### src/rtl/maxpool_controller_if.sv
// Pixel stream bundle for the 2x2 max-pool controller: one input stream, one output stream.
// Handshake: a beat transfers on a rising clk edge where valid && ready; the source holds valid/data until then.
interface maxpool_controller_if;
    logic              in_valid;
    logic signed [7:0] in_data;
    logic              in_ready;
    logic              out_valid;
    logic signed [7:0] out_data;
    logic              out_ready;

    modport master (
        output in_valid, in_data, out_ready,
        input  in_ready, out_valid, out_data
    );

    modport slave (
        input  in_valid, in_data, out_ready,
        output in_ready, out_valid, out_data
    );
endinterface

### src/rtl/maxpool_controller.sv
// 2x2 / stride-2 max pooling over a raster pixel stream, using one line buffer for the even row.
// The odd row pairs each incoming pixel with the buffered row to close a window every two pixels.
module maxpool_max4 (
    input  logic signed [7:0] a,
    input  logic signed [7:0] b,
    input  logic signed [7:0] c,
    input  logic signed [7:0] d,
    output logic signed [7:0] y
);
    logic signed [7:0] m0;
    logic signed [7:0] m1;

    always_comb begin
        m0 = (a > b) ? a : b;
        m1 = (c > d) ? c : d;
        y  = (m0 > m1) ? m0 : m1;
    end
endmodule

module maxpool_controller #(
    parameter int MAX_W    = 32,
    parameter int DIM_BITS = 6
) (
    input  logic                clk,
    input  logic                reset,
    input  logic                start,
    input  logic [DIM_BITS-1:0] img_w,
    input  logic [DIM_BITS-1:0] img_h,
    maxpool_controller_if.slave stream,
    output logic                busy,
    output logic                done,
    output logic [2:0]          dbg_state
);
    localparam int AW = (MAX_W > 2) ? $clog2(MAX_W) : 1;
    localparam logic [DIM_BITS-1:0] ONE    = DIM_BITS'(1);
    localparam logic [DIM_BITS-1:0] TWO    = DIM_BITS'(2);
    localparam logic [DIM_BITS:0]   MAXW_C = (DIM_BITS+1)'(MAX_W);

    typedef enum logic [2:0] {IDLE, EVEN_ROW, ODD_ROW, DRAIN, DONE} state_t;

    state_t              state;
    logic [DIM_BITS-1:0] w;
    logic [DIM_BITS-1:0] h;
    logic [DIM_BITS-1:0] col;
    logic [DIM_BITS-1:0] row;
    logic                tail;
    logic signed [7:0]   held;
    logic signed [7:0]   lb [MAX_W];
    logic                out_valid_q;
    logic signed [7:0]   out_data_q;
    logic                in_ready_c;
    logic signed [7:0]   win_max;

    logic [DIM_BITS-1:0] w_last;
    logic [DIM_BITS-1:0] h_m1;
    logic [DIM_BITS-1:0] h_m2;
    logic [AW-1:0]       col_idx;
    logic [AW-1:0]       pair_idx;
    logic                cfg_bad;
    logic                accept;
    logic                window_done;
    logic                out_taken;
    logic                last_col_odd_w;

    assign w_last         = w - ONE;
    assign h_m1           = h - ONE;
    assign h_m2           = h - TWO;
    assign col_idx        = AW'(col);
    assign pair_idx       = {col_idx[AW-1:1], 1'b0};
    assign cfg_bad        = ({1'b0, img_w} > MAXW_C) || (img_w < TWO) || (img_h < TWO);
    assign accept         = stream.in_valid && in_ready_c;
    assign out_taken      = out_valid_q && stream.out_ready;
    // With an odd width the trailing pixel of a row sits at an even column and closes nothing.
    assign last_col_odd_w = w[0] && (col == w_last);
    // Every odd column of an odd row closes a window.
    assign window_done    = (state == ODD_ROW) && col[0] && accept;

    // Stall only the pixel that would overwrite a result nobody has taken yet.
    always_comb begin
        in_ready_c = 1'b0;
        if ((state == EVEN_ROW || state == ODD_ROW || state == DRAIN) && !tail) begin
            in_ready_c = !((state == ODD_ROW) && col[0] && out_valid_q && !stream.out_ready);
        end
    end

    maxpool_max4 u_max4 (
        .a (lb[pair_idx]),
        .b (lb[col_idx]),
        .c (held),
        .d (stream.in_data),
        .y (win_max)
    );

    always_ff @(posedge clk) begin
        if (state == EVEN_ROW && accept && !last_col_odd_w) begin
            lb[col_idx] <= stream.in_data;
        end
    end

    always_ff @(posedge clk) begin
        if (!reset) begin
            state       <= IDLE;
            w           <= '0;
            h           <= '0;
            col         <= '0;
            row         <= '0;
            tail        <= 1'b0;
            held        <= '0;
            out_valid_q <= 1'b0;
            out_data_q  <= '0;
            busy        <= 1'b0;
            done        <= 1'b0;
        end else begin
            done <= 1'b0;
            if (window_done) begin
                out_valid_q <= 1'b1;
                out_data_q  <= win_max;
            end else if (out_taken) begin
                out_valid_q <= 1'b0;
            end

            case (state)
                IDLE: begin
                    if (start) begin
                        w    <= img_w;
                        h    <= img_h;
                        col  <= '0;
                        row  <= '0;
                        tail <= 1'b0;
                        busy <= 1'b1;
                        if (cfg_bad) begin
                            state <= DONE;
                            done  <= 1'b1;
                        end else begin
                            state <= EVEN_ROW;
                        end
                    end
                end
                EVEN_ROW: begin
                    if (accept) begin
                        if (col == w_last) begin
                            col   <= '0;
                            row   <= row + ONE;
                            state <= ODD_ROW;
                        end else begin
                            col <= col + ONE;
                        end
                    end
                end
                ODD_ROW: begin
                    // tail: every pixel consumed, waiting for the final result to leave.
                    if (tail) begin
                        if (!out_valid_q || out_taken) begin
                            state <= DONE;
                            done  <= 1'b1;
                        end
                    end else if (accept) begin
                        if (!col[0] && !last_col_odd_w) begin
                            held <= stream.in_data;
                        end
                        if (col == w_last) begin
                            col <= '0;
                            row <= row + ONE;
                            if (row == h_m1) begin
                                tail <= 1'b1;
                            end else if (row == h_m2) begin
                                state <= DRAIN;
                            end else begin
                                state <= EVEN_ROW;
                            end
                        end else begin
                            col <= col + ONE;
                        end
                    end
                end
                DRAIN: begin
                    if (tail) begin
                        if (!out_valid_q || out_taken) begin
                            state <= DONE;
                            done  <= 1'b1;
                        end
                    end else if (accept) begin
                        if (col == w_last) begin
                            col  <= '0;
                            tail <= 1'b1;
                        end else begin
                            col <= col + ONE;
                        end
                    end
                end
                DONE: begin
                    state <= IDLE;
                    busy  <= 1'b0;
                    tail  <= 1'b0;
                end
                default: state <= IDLE;
            endcase
        end
    end

    assign stream.in_ready  = in_ready_c;
    assign stream.out_valid = out_valid_q;
    assign stream.out_data  = out_data_q;
    assign dbg_state        = state;
endmodule
### src/flat_wrapper.sv
// flat-port wrapper written by rule: the top's interface ports become plain ports
module maxpool_controller_flat 
#(
    parameter int MAX_W    = 32,
    parameter int DIM_BITS = 6
)
  (clk, reset, start, img_w, img_h, busy, done, dbg_state, stream_in_valid, stream_in_data, stream_out_ready, stream_in_ready, stream_out_valid, stream_out_data);
  maxpool_controller_if stream_i ();
  input  logic clk;
  input  logic reset;
  input  logic start;
  input  logic [DIM_BITS-1:0] img_w;
  input  logic [DIM_BITS-1:0] img_h;
  output logic busy;
  output logic done;
  output logic [2:0] dbg_state;
  input wire logic [$bits(stream_i.in_valid)-1:0] stream_in_valid;
  input wire logic [$bits(stream_i.in_data)-1:0] stream_in_data;
  input wire logic [$bits(stream_i.out_ready)-1:0] stream_out_ready;
  output wire logic [$bits(stream_i.in_ready)-1:0] stream_in_ready;
  output wire logic [$bits(stream_i.out_valid)-1:0] stream_out_valid;
  output wire logic [$bits(stream_i.out_data)-1:0] stream_out_data;
  assign stream_i.in_valid = stream_in_valid;
  assign stream_i.in_data = stream_in_data;
  assign stream_i.out_ready = stream_out_ready;
  assign stream_in_ready = stream_i.in_ready;
  assign stream_out_valid = stream_i.out_valid;
  assign stream_out_data = stream_i.out_data;
  maxpool_controller #(.MAX_W(MAX_W), .DIM_BITS(DIM_BITS)) u_core (.clk(clk), .reset(reset), .start(start), .img_w(img_w), .img_h(img_h), .stream(stream_i), .busy(busy), .done(done), .dbg_state(dbg_state));
endmodule
### config.mk
export PLATFORM = sky130hd
export DESIGN_NAME = maxpool_controller_flat
export DESIGN_NICKNAME = d
export VERILOG_FILES = /design/src/rtl/maxpool_controller_if.sv /design/src/rtl/maxpool_controller.sv /design/src/flat_wrapper.sv
export SDC_FILE = /design/constraint.sdc
export NUM_CORES = 1
export LEC_CHECK = 0
export BUFFER_PORTS_ARGS = -buffer_cell sky130_fd_sc_hd__clkbuf_2
export CORE_UTILIZATION = 65
export CTS_CLUSTER_DIAMETER = 200
export DETAILED_ROUTE_END_ITERATION = 12
export PLACE_DENSITY = 0.9
export SYNTH_ARGS = -nofsm -noshare
export SYNTH_HDL_FRONTEND = slang
export SYNTH_SLANG_ARGS = --single-unit
### constraint.sdc
create_clock -name clk -period 8.8 [get_ports clk]
set_input_delay 0.88 -clock clk [delete_from_list [all_inputs] [get_ports clk]]
set_output_delay 0.88 -clock clk [all_outputs]
set_load 0.01 [all_outputs]
==> out/results.ini, run 1 <==
[timing]
timing.fmax_mhz=159
final_period_utilization_pct=71.6
finalWorstPathRequiredPeriod_ps=6310
setup_slack_ps=2500
worstMarginPinSlew_ps=1100
rsz0062_at_grt=false
skew_ps=10.8
hold_violations=0
setup-tns-final_ps=0
finalMaxSlewViolations=0
setup_viol_count_final=0
slew_headroom_pct=26.8

[cts]
clock_latency_ps=550
htree_num_levels=1
cts.sink_count=308
post_cts.resized_instances=0
clock_tree_from_tritoncts=done
clk_pin_slew_worst_paths_ps=60
root_buffer=clkbuf_16
ctsHoldBuffers=0
clock_buffer_count_from_cts=29
cts.path.max_buffers=3
cts_post_setup_buffers_inserted=0

[power]
vdd.ir_drop.worst_v=0.000158
power-per-cell-area_mw_per_mm2=226
leakage_power_total_nw=4.97
total_power_mw=3.48

[route]
post_drt_via_cell_ratio=6.69
number_of_detailed_route_iterations_in_the_first_pass=5
dr.first_iter.drc_count=1086
postRouteWirelength_um=33800
via_count=9180
drc=0
post_drt_antenna_nets=0
route.detailed.wl_per_inst_um=24.7

[floorplan]
top_level_ports=40
dieWidth_um=149
dieArea_mm2=0.0223
floorplan.die.height_um=149
initial_utilization_pct=66.7
std_cell_rows=53
core_area_mm2=0.0212

[cells_and_area]
multi_input_comb_area_mm2=0.00502
finish.instance_area_mm2=0.0154
synthesis_to_layout_area_growth_pct=9.02
num_antenna_cells=0
finalNetCount=1134
layout.filler_cells=1329
finish.cell_count_without_fillers=1373
post_route_cells_drive_above_1_share_pct=15.3
final-seq-area_mm2=0.00873

[setup_path]
worst_path_dominant_cell_family=compound AO/OA/AOI/OAI gates
cpMaxStageDelayCell=dfxtp_4
worstSetupStartpointType=register
timing.critical_path.buf_inv=2
cpPeakStageDelay_ps=940
reg2reg_slack_ps=2500
critPathKind=register to register
cp_cell_sequence=buf_4, mux2_2, o22ai_1, a221oi_1, o22a_1, o221ai_1, ha_1, or4b_2, o32ai_1, buf_4, a31oi_1, nand2b_1, ha_1, a21o_1, a211oi_1, nand3_1, o2bb2ai_1, nand2_1, nor2_1, a2111oi_1
cp_data_arrival_time_ps=6730
crit_path_max_fanout=58
required_time_of_the_critical_path_ps=9220
crit_path_end_kind=register

[grt]
gr-usage-all-layers_pct=31.3
grt_start_max_net_pins=67
number_of_global_route_vias_before_repair=8761
grt_antenna_before_repair=0
grt-ovfl-total=0
global_route_wire_length_before_repair_um=51100

[place]
gp_congestion=0.999
place.detailed.instances=1320
buffer_ports.inserted=39
place_ws_ps=2670
hpwl_um=22000
detailed_place.area_mm2=0.0145

[logic_synthesis]
synthesis.area_per_instance_um2=13.4
yosys_most_used_dff=edfxtp_1
yosys_register_bits=308
ys_types=71
cells_after_synth=1052
yosysWarningCount=0
ys_async_sr_fraction_pct=0
synth.yosys.seq_area_share_pct=61.8
synth-edff-count=256
postSynthNetCount=1110
post_syn_area_mm2=0.0141

[hold_path]
hp-class=register to register

[run]
cap_violations=0

[status]
status=complete, no violations

==> sequential cells by signal (all words and copies together) (netlist names), named ones only <==
| register | cells |
|---|---|
| u_core.h | 6 |
| u_core.w | 6 |
| u_core.held | 8 |
| u_core.tail | 1 |
| u_core.stream.out_data | 8 |
| u_core.lb | 256 |
| u_core.dbg_state | 3 |
| u_core.stream.out_valid | 1 |
| u_core.done | 1 |
| u_core.col | 6 |
| u_core.busy | 1 |
| u_core.row | 6 |
==> final timing paths <==
check / start / to / cells past startpoint
worst max-delay path: register / u_core.stream.out_data[6] / 20
worst max register to register: register / u_core.stream.out_data[6] / 20
worst min register to register: u_core.stream.out_data[0] / u_core.stream.out_data[0] / 2
worst min-delay path: u_core.stream.out_data[0] / u_core.stream.out_data[0] / 2
==> cell usage after synthesis (7+ instances only) <==
library cell | number | share of area (%)
buf_4 | 12 | 0.64
and3_1 | 7 | 0.31
mux2i_1 | 77 | 5.5
nor2b_1 | 16 | 0.71
nand2b_1 | 17 | 0.75
a21oi_1 | 32 | 1.1
xor2_1 | 12 | 0.74
buf_2 | 9 | 0.32
o22a_1 | 8 | 0.50
a31oi_1 | 10 | 0.44
ha_1 | 33 | 2.9
dfxtp_1 | 52 | 7.4
a221oi_1 | 25 | 1.6
inv_1 | 20 | 0.53
o22ai_1 | 23 | 1.0
xnor2_1 | 9 | 0.56
mux2_2 | 40 | 3.2
nor2_1 | 90 | 2.4
or2_2 | 7 | 0.31
nor3_1 | 10 | 0.35
mux4_2 | 19 | 3.0
nand2_1 | 69 | 1.8
nand3_1 | 24 | 0.85
o21ai_0 | 23 | 0.82
clkbuf_1 | 32 | 0.85
edfxtp_1 | 256 | 54
a211oi_1 | 15 | 0.80
o211ai_1 | 16 | 0.85
==> stage by stage <==
step	util, %	hold WS, ps
2_1_floorplan	-	444
3_3_place_gp	68.4	452
3_5_place_dp	68.4	451
4_1_cts	72.8	468
5_1_grt	72.8	493
6_report	72.8	470
==> kinds of logic (layout without fill, tap and decap cells) <==
logic type | after synthesis | count (layout) | synth area share [%]
flops | 308 | 308 | 61.8
simple gates | 271 | 271 | 9.20
buf+inv | 78 | 124 | 2.58
xor+xnor | 21 | 21 | 1.30
mux | 136 | 136 | 11.7
fa+ha+maj | 33 | 33 | 2.92
compound gates | 205 | 205 | 10.5
==> worst register-to-register path: cells and delay by family, from the launching register on <==
family / cells / cell delay [ps]
AOI/OAI and AO/OA: 10 / 2230
and+or+nand+nor: 5 / 1250
DFF: 1 / 940
buffers and inverters: 2 / 920
adders and majority gates: 2 / 530
muxes: 1 / 300
==> area by class of cell <==
class / instances / share of cell area, %
inverter: 20 / 0.488
clock buffer: 35 / 4.86
multi-input combinational: 666 / 32.6
timing repair buffer: 51 / 1.85
clock inverter: 18 / 1.17
tap: 275 / 2.24
sequential: 308 / 56.7
==> where the power goes <==
| part | switching, mW | leakage [nW] | total, mW | internal (mW) |
|---|---|---|---|---|
| clock | 0.520 | 0.449 | 1.24 | 0.717 |
| combinational | 0.369 | 1.80 | 0.588 | 0.218 |
| sequential | 0.0492 | 2.72 | 1.65 | 1.60 |
| total | 0.939 | 4.97 | 3.48 | 2.54 |
==> metal layers <==
metal	wire [µm]	share of wire [%]	GRT usage [%]
met3	2820	8.3	5.23
met2	16100	47	50.5
met1	13600	40	42.3
met4	1410	4.2	13.1
met5	0	0	0
==> cell usage in the layout, fill, tap and decap left out, types with 7 or more instances in the layout <==
cell type  count
a211oi_1      15
clkbuf_16     29
xor2_1        12
or2_2          7
clkinv_1       8
inv_1         20
nand2_1       69
nand3_1       24
nor2b_1       16
o22ai_1       23
nor3_1        10
edfxtp_1     256
dfxtp_1       50
a21oi_1       32
and3_1         7
o21ai_0       23
ha_1          33
nand2b_1      17
mux2_2        40
nor2_1        90
a221oi_1      25
mux4_2        19
xnor2_1        9
o22a_1         8
mux2i_1       77
buf_4         12
a31oi_1       10
clkbuf_2      39
o211ai_1      16
(Power assumes the default switching activity.)
==> inputs of run 2 (changes only) <==
- CORE_UTILIZATION: 65 -> 62
- PLACE_DENSITY: 0.9 -> 0.86
- clock period: 8.8 -> 6.2 ns (I/O delays scaled with it)
==> out/results.ini, run 2 (same netlist as run 1, synthesis figures left out) <==
[cells_and_area]
commonest_non_fill_non_tap_cell_in_the_layout=edfxtp_1
finish.cell_count_without_fillers=1389
largest_register_ffs=256
final_cell_mix=256 x edfxtp_1, 90 x nor2_1, 77 x mux2i_1
post_route_cells_drive_above_1_share_pct=17.0
num_antenna_cells=0
top_register=u_core.lb
synthesis_to_layout_area_growth_pct=10.5
finalNetCount=1143
layout.core_utilization_pct=70.6

[cts]
cts.sink_count=308
htree_num_levels=1
root_buffer=clkbuf_16
clock_tree_from_tritoncts=done
cts.path.max_buffers=3
cts_post_setup_buffers_inserted=0
clock_latency_ps=560
clock_buffer_count_from_cts=31
clk_pin_slew_worst_paths_ps=60

[route]
route.detailed.wl_per_inst_um=24.7
number_of_detailed_route_iterations_in_the_first_pass=6
post_drt_via_cell_ratio=6.72
via_count=9328
dr.first_iter.drc_count=1045
post_drt_antenna_nets=0
postRouteWirelength_um=34300
drc=0

[grt]
number_of_global_route_vias_before_repair=9003
global_route_wire_length_before_repair_um=52700
grt_start_max_net_pins=43
grt_antenna_before_repair=0
gr-usage-all-layers_pct=29.9
grt-ovfl-total=0

[floorplan]
dieWidth_um=153
core_area_mm2=0.0221
top_level_ports=40
floorplan.die.height_um=153
initial_utilization_pct=63.9
std_cell_rows=54
dieArea_mm2=0.0234

[timing]
skew_ps=9.05
timing.fmax_mhz=174
setup-tns-final_ps=0
finalMaxSlewViolations=0
final_period_utilization_pct=92.8
slew_headroom_pct=30.4
hold_violations=0
worstMarginPinSlew_ps=1040
finalWorstPathRequiredPeriod_ps=5750
rsz0062_at_grt=false
setup_viol_count_final=0

[hold_path]
whs_endpoint=u_core.h[0]
hold_path_origin=img_h[0]
hp-class=input pin to register
worstHoldPathCells=3

[setup_path]
cp_data_arrival_time_ps=6180
critPathKind=register to register
cpMaxStageDelayCell=dfxtp_1
cell_repeated_most_along_the_worst_path=ha_1
required_time_of_the_critical_path_ps=6630
reg2reg_slack_ps=450
worstSetupStartpointType=register
cpPeakStageDelay_ps=680
cp_cell_sequence=or2_2, o22ai_1, a221oi_1, o22a_1, o221ai_1, ha_1, or4b_2, o32ai_1, buf_4, a31oi_1, nand2b_1, ha_1, a21o_1, a211oi_1, nand3_1, o2bb2ai_1, nand2_1, nor2_1, a2111oi_1
crit_path_max_fanout=18
crit-reg2reg-capture=u_core.stream.out_data[3]
crit_path_end_kind=register
worst_r2r_path_depth=19

[power]
leakage_power_total_nw=5.06
power-per-cell-area_mw_per_mm2=326
vdd.ir_drop.worst_v=0.000274

[run]
cap_violations=0

[place]
place.detailed.instances=1332
hpwl_um=23000
buffer_ports.inserted=39
gp_congestion=0.929

[status]
status=complete, no violations

run 2: cell count changes in the layout (fill, tap and decap cells not counted), sizes merged:
cell / previous run / this run
buf: 12 / 19
clkinvlp: 2 / 7
clkinv: 12 / 10
bufinv: 4 / 5
run 2: stage by stage:
step | power, mW | instance area [µm²] | hold slack (ps) | setup slack (ps)
6_report | 5.09 | 15600 | 293 | 445
3_5_place_dp | 3.20 | 14600 | 464 | 526
5_1_grt | 5.27 | 15600 | 284 | 49.2
3_3_place_gp | 3.19 | 14600 | 459 | 723
4_1_cts | 5.08 | 15600 | 276 | 420
2_1_floorplan | 2.96 | 14100 | 444 | 1030
run 2: worst max path at each step:
stage,endpoint,from,slack (ps)
after floorplan,u_core.stream.out_data[1],register,1030
after global placement,u_core.stream.out_data[5],register,720
after detailed placement,u_core.stream.out_data[6],register,530
after CTS,u_core.stream.out_data[3],register,420
after global routing,u_core.stream.out_data[3],register,50
final,u_core.stream.out_data[3],register,450
run 2: final cells by class:
| class | count | area, µm² |
|---|---|---|
| clock buffers | 35 | 791 |
| clock inverters | 22 | 246 |
| fillers | 1444 | 6490 |
| inverters | 20 | 75.1 |
| multi-input cells | 666 | 5030 |
| flip-flops and latches | 308 | 8730 |
| well taps | 280 | 350 |
| repair buffers | 58 | 375 |
run 2: routing by layer:
layer,track usage (%),routed length (µm),vias up
met5,0,0,-
met4,11.4,1270,0
met3,4.05,2940,81
met2,49.4,16500,552
met1,40.7,13600,4558
li1,-,-,4137
run 2: what timing repair did:
action | CTS | global route
setup endpoints to repair | 0 | 1
resized for setup | 0 | 1
hold buffers | 0 | 0
run 2: critical path: cells and delay by family (launching register included):
family,cells,cell delay [ps]
fa+ha+maj,2,530
buf+inv,1,240
flops,1,680
simple gates,6,1740
compound gates,10,2440
run 2: power breakdown:
group	switching [mW]	internal, mW
clock	0.785	1.12
combinational	0.521	0.316
sequential	0.0733	2.27
total	1.38	3.71
==> inputs of run 3 (changes only) <==
- SYNTH_HIERARCHICAL: unset -> 1
==> out/results.ini, run 3 <==
[logic_synthesis]
postSynthNetCount=980
ys_types=59
ys_top_cells_by_area=edfxtp_1 56%, mux4_2 10%, dfxtp_1 7.6%
post_synth_most_frequent_cells=256 x edfxtp_1, 73 x nor2_1, 67 x mux2i_1
cells_after_synth=922
post_syn_area_mm2=0.0138
synth-edff-count=256
yosysWarningCount=6
yosys_most_used_dff=edfxtp_1
synth_top_cell_area_share_pct=55.9
synth_most_common_cell=edfxtp_1
synth.yosys.seq_area_share_pct=63.5
synthDominantAreaCellType=edfxtp_1
yosys_register_bits=308
ys_async_sr_fraction_pct=0
synthesis.area_per_instance_um2=14.9

[cells_and_area]
post_route_cells_drive_above_1_share_pct=19.8
final_cell_mix=256 x edfxtp_1, 73 x nor2_1, 67 x mux2i_1
layout.core_utilization_pct=70.3
multi_input_comb_area_mm2=0.00468
synthesis_to_layout_area_growth_pct=11.2
layout.filler_cells=1365
final-seq-area_mm2=0.00873
finalNetCount=1023
top_register=u_core/lb
commonest_non_fill_non_tap_cell_in_the_layout=edfxtp_1
largest_register_ffs=256
num_antenna_cells=0

[timing]
slew_headroom_pct=28.2
hold_violations=0
skew_ps=12.2
setup-tns-final_ps=0
timing.fmax_mhz=170
rsz0062_at_grt=false
worstMarginPinSlew_ps=1080
setup_slack_ps=302
finalMaxSlewViolations=0
setup_viol_count_final=0
final_period_utilization_pct=95.1
finalWorstPathRequiredPeriod_ps=5900

[setup_path]
cp_data_arrival_time_ps=6330
crit_path_end_kind=register
critPathKind=register to register
worst_r2r_path_depth=20
crit_path_max_fanout=40
worstSetupStartpointType=register
required_time_of_the_critical_path_ps=6630

[cts]
clock_buffer_count_from_cts=29
htree_num_levels=1
clock_latency_ps=550
clk_pin_slew_worst_paths_ps=60
root_buffer=clkbuf_16
ctsHoldBuffers=0
cts.sink_count=308
clock_tree_from_tritoncts=done
cts.path.max_buffers=3

[grt]
grt_start_max_net_pins=41
grt_antenna_before_repair=0
gr-usage-all-layers_pct=29.3
groute.layer.met2.usage_pct=45.8
grtUsageMet1_pct=41.0
global_routing_met3_resource_utilization_pct=6.42
grt-ovfl-total=0
global_route_wire_length_before_repair_um=48700
number_of_global_route_vias_before_repair=8188
grt-busiest-layer=met2

[status]
status=complete, no violations

[power]
power-per-cell-area_mw_per_mm2=301
comb_power_share_pct=10.3
switchingPower_mw=1.07
power_frac_seq_pct=49.7
switching_share_pct=23.2
power.clock.fraction_pct=39.9
leakage_power_total_nw=5.16
vdd.ir_drop.worst_v=0.000180
power.internal_mw=3.53

[place]
buffer_ports.inserted=39
hpwl_um=21400
gp_congestion=0.936
place_ws_ps=211

[floorplan]
std_cell_rows=54
core_area_mm2=0.0218
top_level_ports=40
dieArea_mm2=0.0228
floorplan.die.height_um=151
initial_utilization_pct=63.2
dieWidth_um=151

[route]
dr.first_iter.drc_count=856
via_count=8354
postRouteWirelength_um=31900
number_of_detailed_route_iterations_in_the_first_pass=5
post_drt_antenna_nets=0
post_drt_via_cell_ratio=6.59
route.detailed.wl_per_inst_um=25.2
drc=0

[hold_path]
hp-class=input pin to register
worstHoldPathCells=3

[run]
cap_violations=0

[run 3: changes by cell type after synthesis, moves of 14 or more]
cell / before / now
inv_1: 20 / 40
nand3_1: 24 / 10
nor2_1: 90 / 73
mux2_2: 40 / 8
a221oi_1: 25 / 10
mux4_2: 19 / 64
o22ai_1: 23 / 1
nand2_1: 69 / 49
[run 3: layer usage]
| layer | vias to the layer above | share of wire, % |
|---|---|---|
| li1 | 3680 | - |
| met1 | 4095 | 39 |
| met2 | 495 | 47 |
| met3 | 84 | 10 |
| met4 | 0 | 3.2 |
| met5 | - | 0 |
[run 3: cell type report]
cell class              instances  area share, %
multi-input cells             525           30.6
clock buffers                  40           5.34
flip-flops and latches        308           57.1
well taps                     280           2.29
repair buffers                 61           2.44
inverters                      40          0.982
clock inverters                14           1.21
[run 3: timing repair]
item                       in CTS  in global routing
resized for setup               0                  2
setup endpoints to repair       0                  8
setup buffers                   0                  0
[run 3: path summary, 6_finish.rpt]
| kind | start | end | slack (ps) |
|---|---|---|---|
| max reg2reg | register | u_core/stream.out_data[3] | 300 |
| min | img_h[5] | u_core/h[5] | 300 |
| max | register | u_core/stream.out_data[3] | 300 |
| min reg2reg | u_core/h[5] | u_core/h[5] | 470 |
[run 3: power groups by stage]
stage                     combinational [mW]  clock [mW]  sequential [mW]
after floorplan                        0.336           0             2.32
after global placement                 0.443           0             2.33
after detailed placement               0.455           0             2.33
after CTS                              0.463        1.85             2.29
after global routing                   0.513        1.93             2.29
final                                  0.476        1.84             2.29
[run 3: logic make-up after synthesis]
family	share of synthesized area (%)
AO/OA/AOI/OAI	7.20
XOR/XNOR	1.08
adder cells (fa/ha/maj)	3.00
buffers and inverters	2.54
flip-flops	63.5
multiplexers	16.2
AND/OR/NAND/NOR	6.54
[run 3: stage by stage]
stage                     instances  power [mW]  area (µm²)  hold slack (ps)
after floorplan                 922        2.65       13800              448
after global placement         1214        2.77       14300              456
after detailed placement       1214        2.79       14300              462
after CTS                      1268        4.60       15300              298
after global routing           1268        4.74       15300              296
final                          1268        4.60       15300              300
[run 3: critical path: stages (launching register included)]
cell and delay [ps]:
dfxtp_4 560, buf_12 320, mux2i_1 130, a221oi_1 450
o21ai_0 190, a31oi_1 330, inv_1 90, ha_1 320
a21o_1 220, a2111oi_4 350, nor2_1 90, o311a_1 560
mux2i_1 480, inv_1 90, ha_1 310, or3_1 360
o311ai_0 130, o22ai_2 290, mux2i_1 190, mux2i_1 190
nor2_1 60
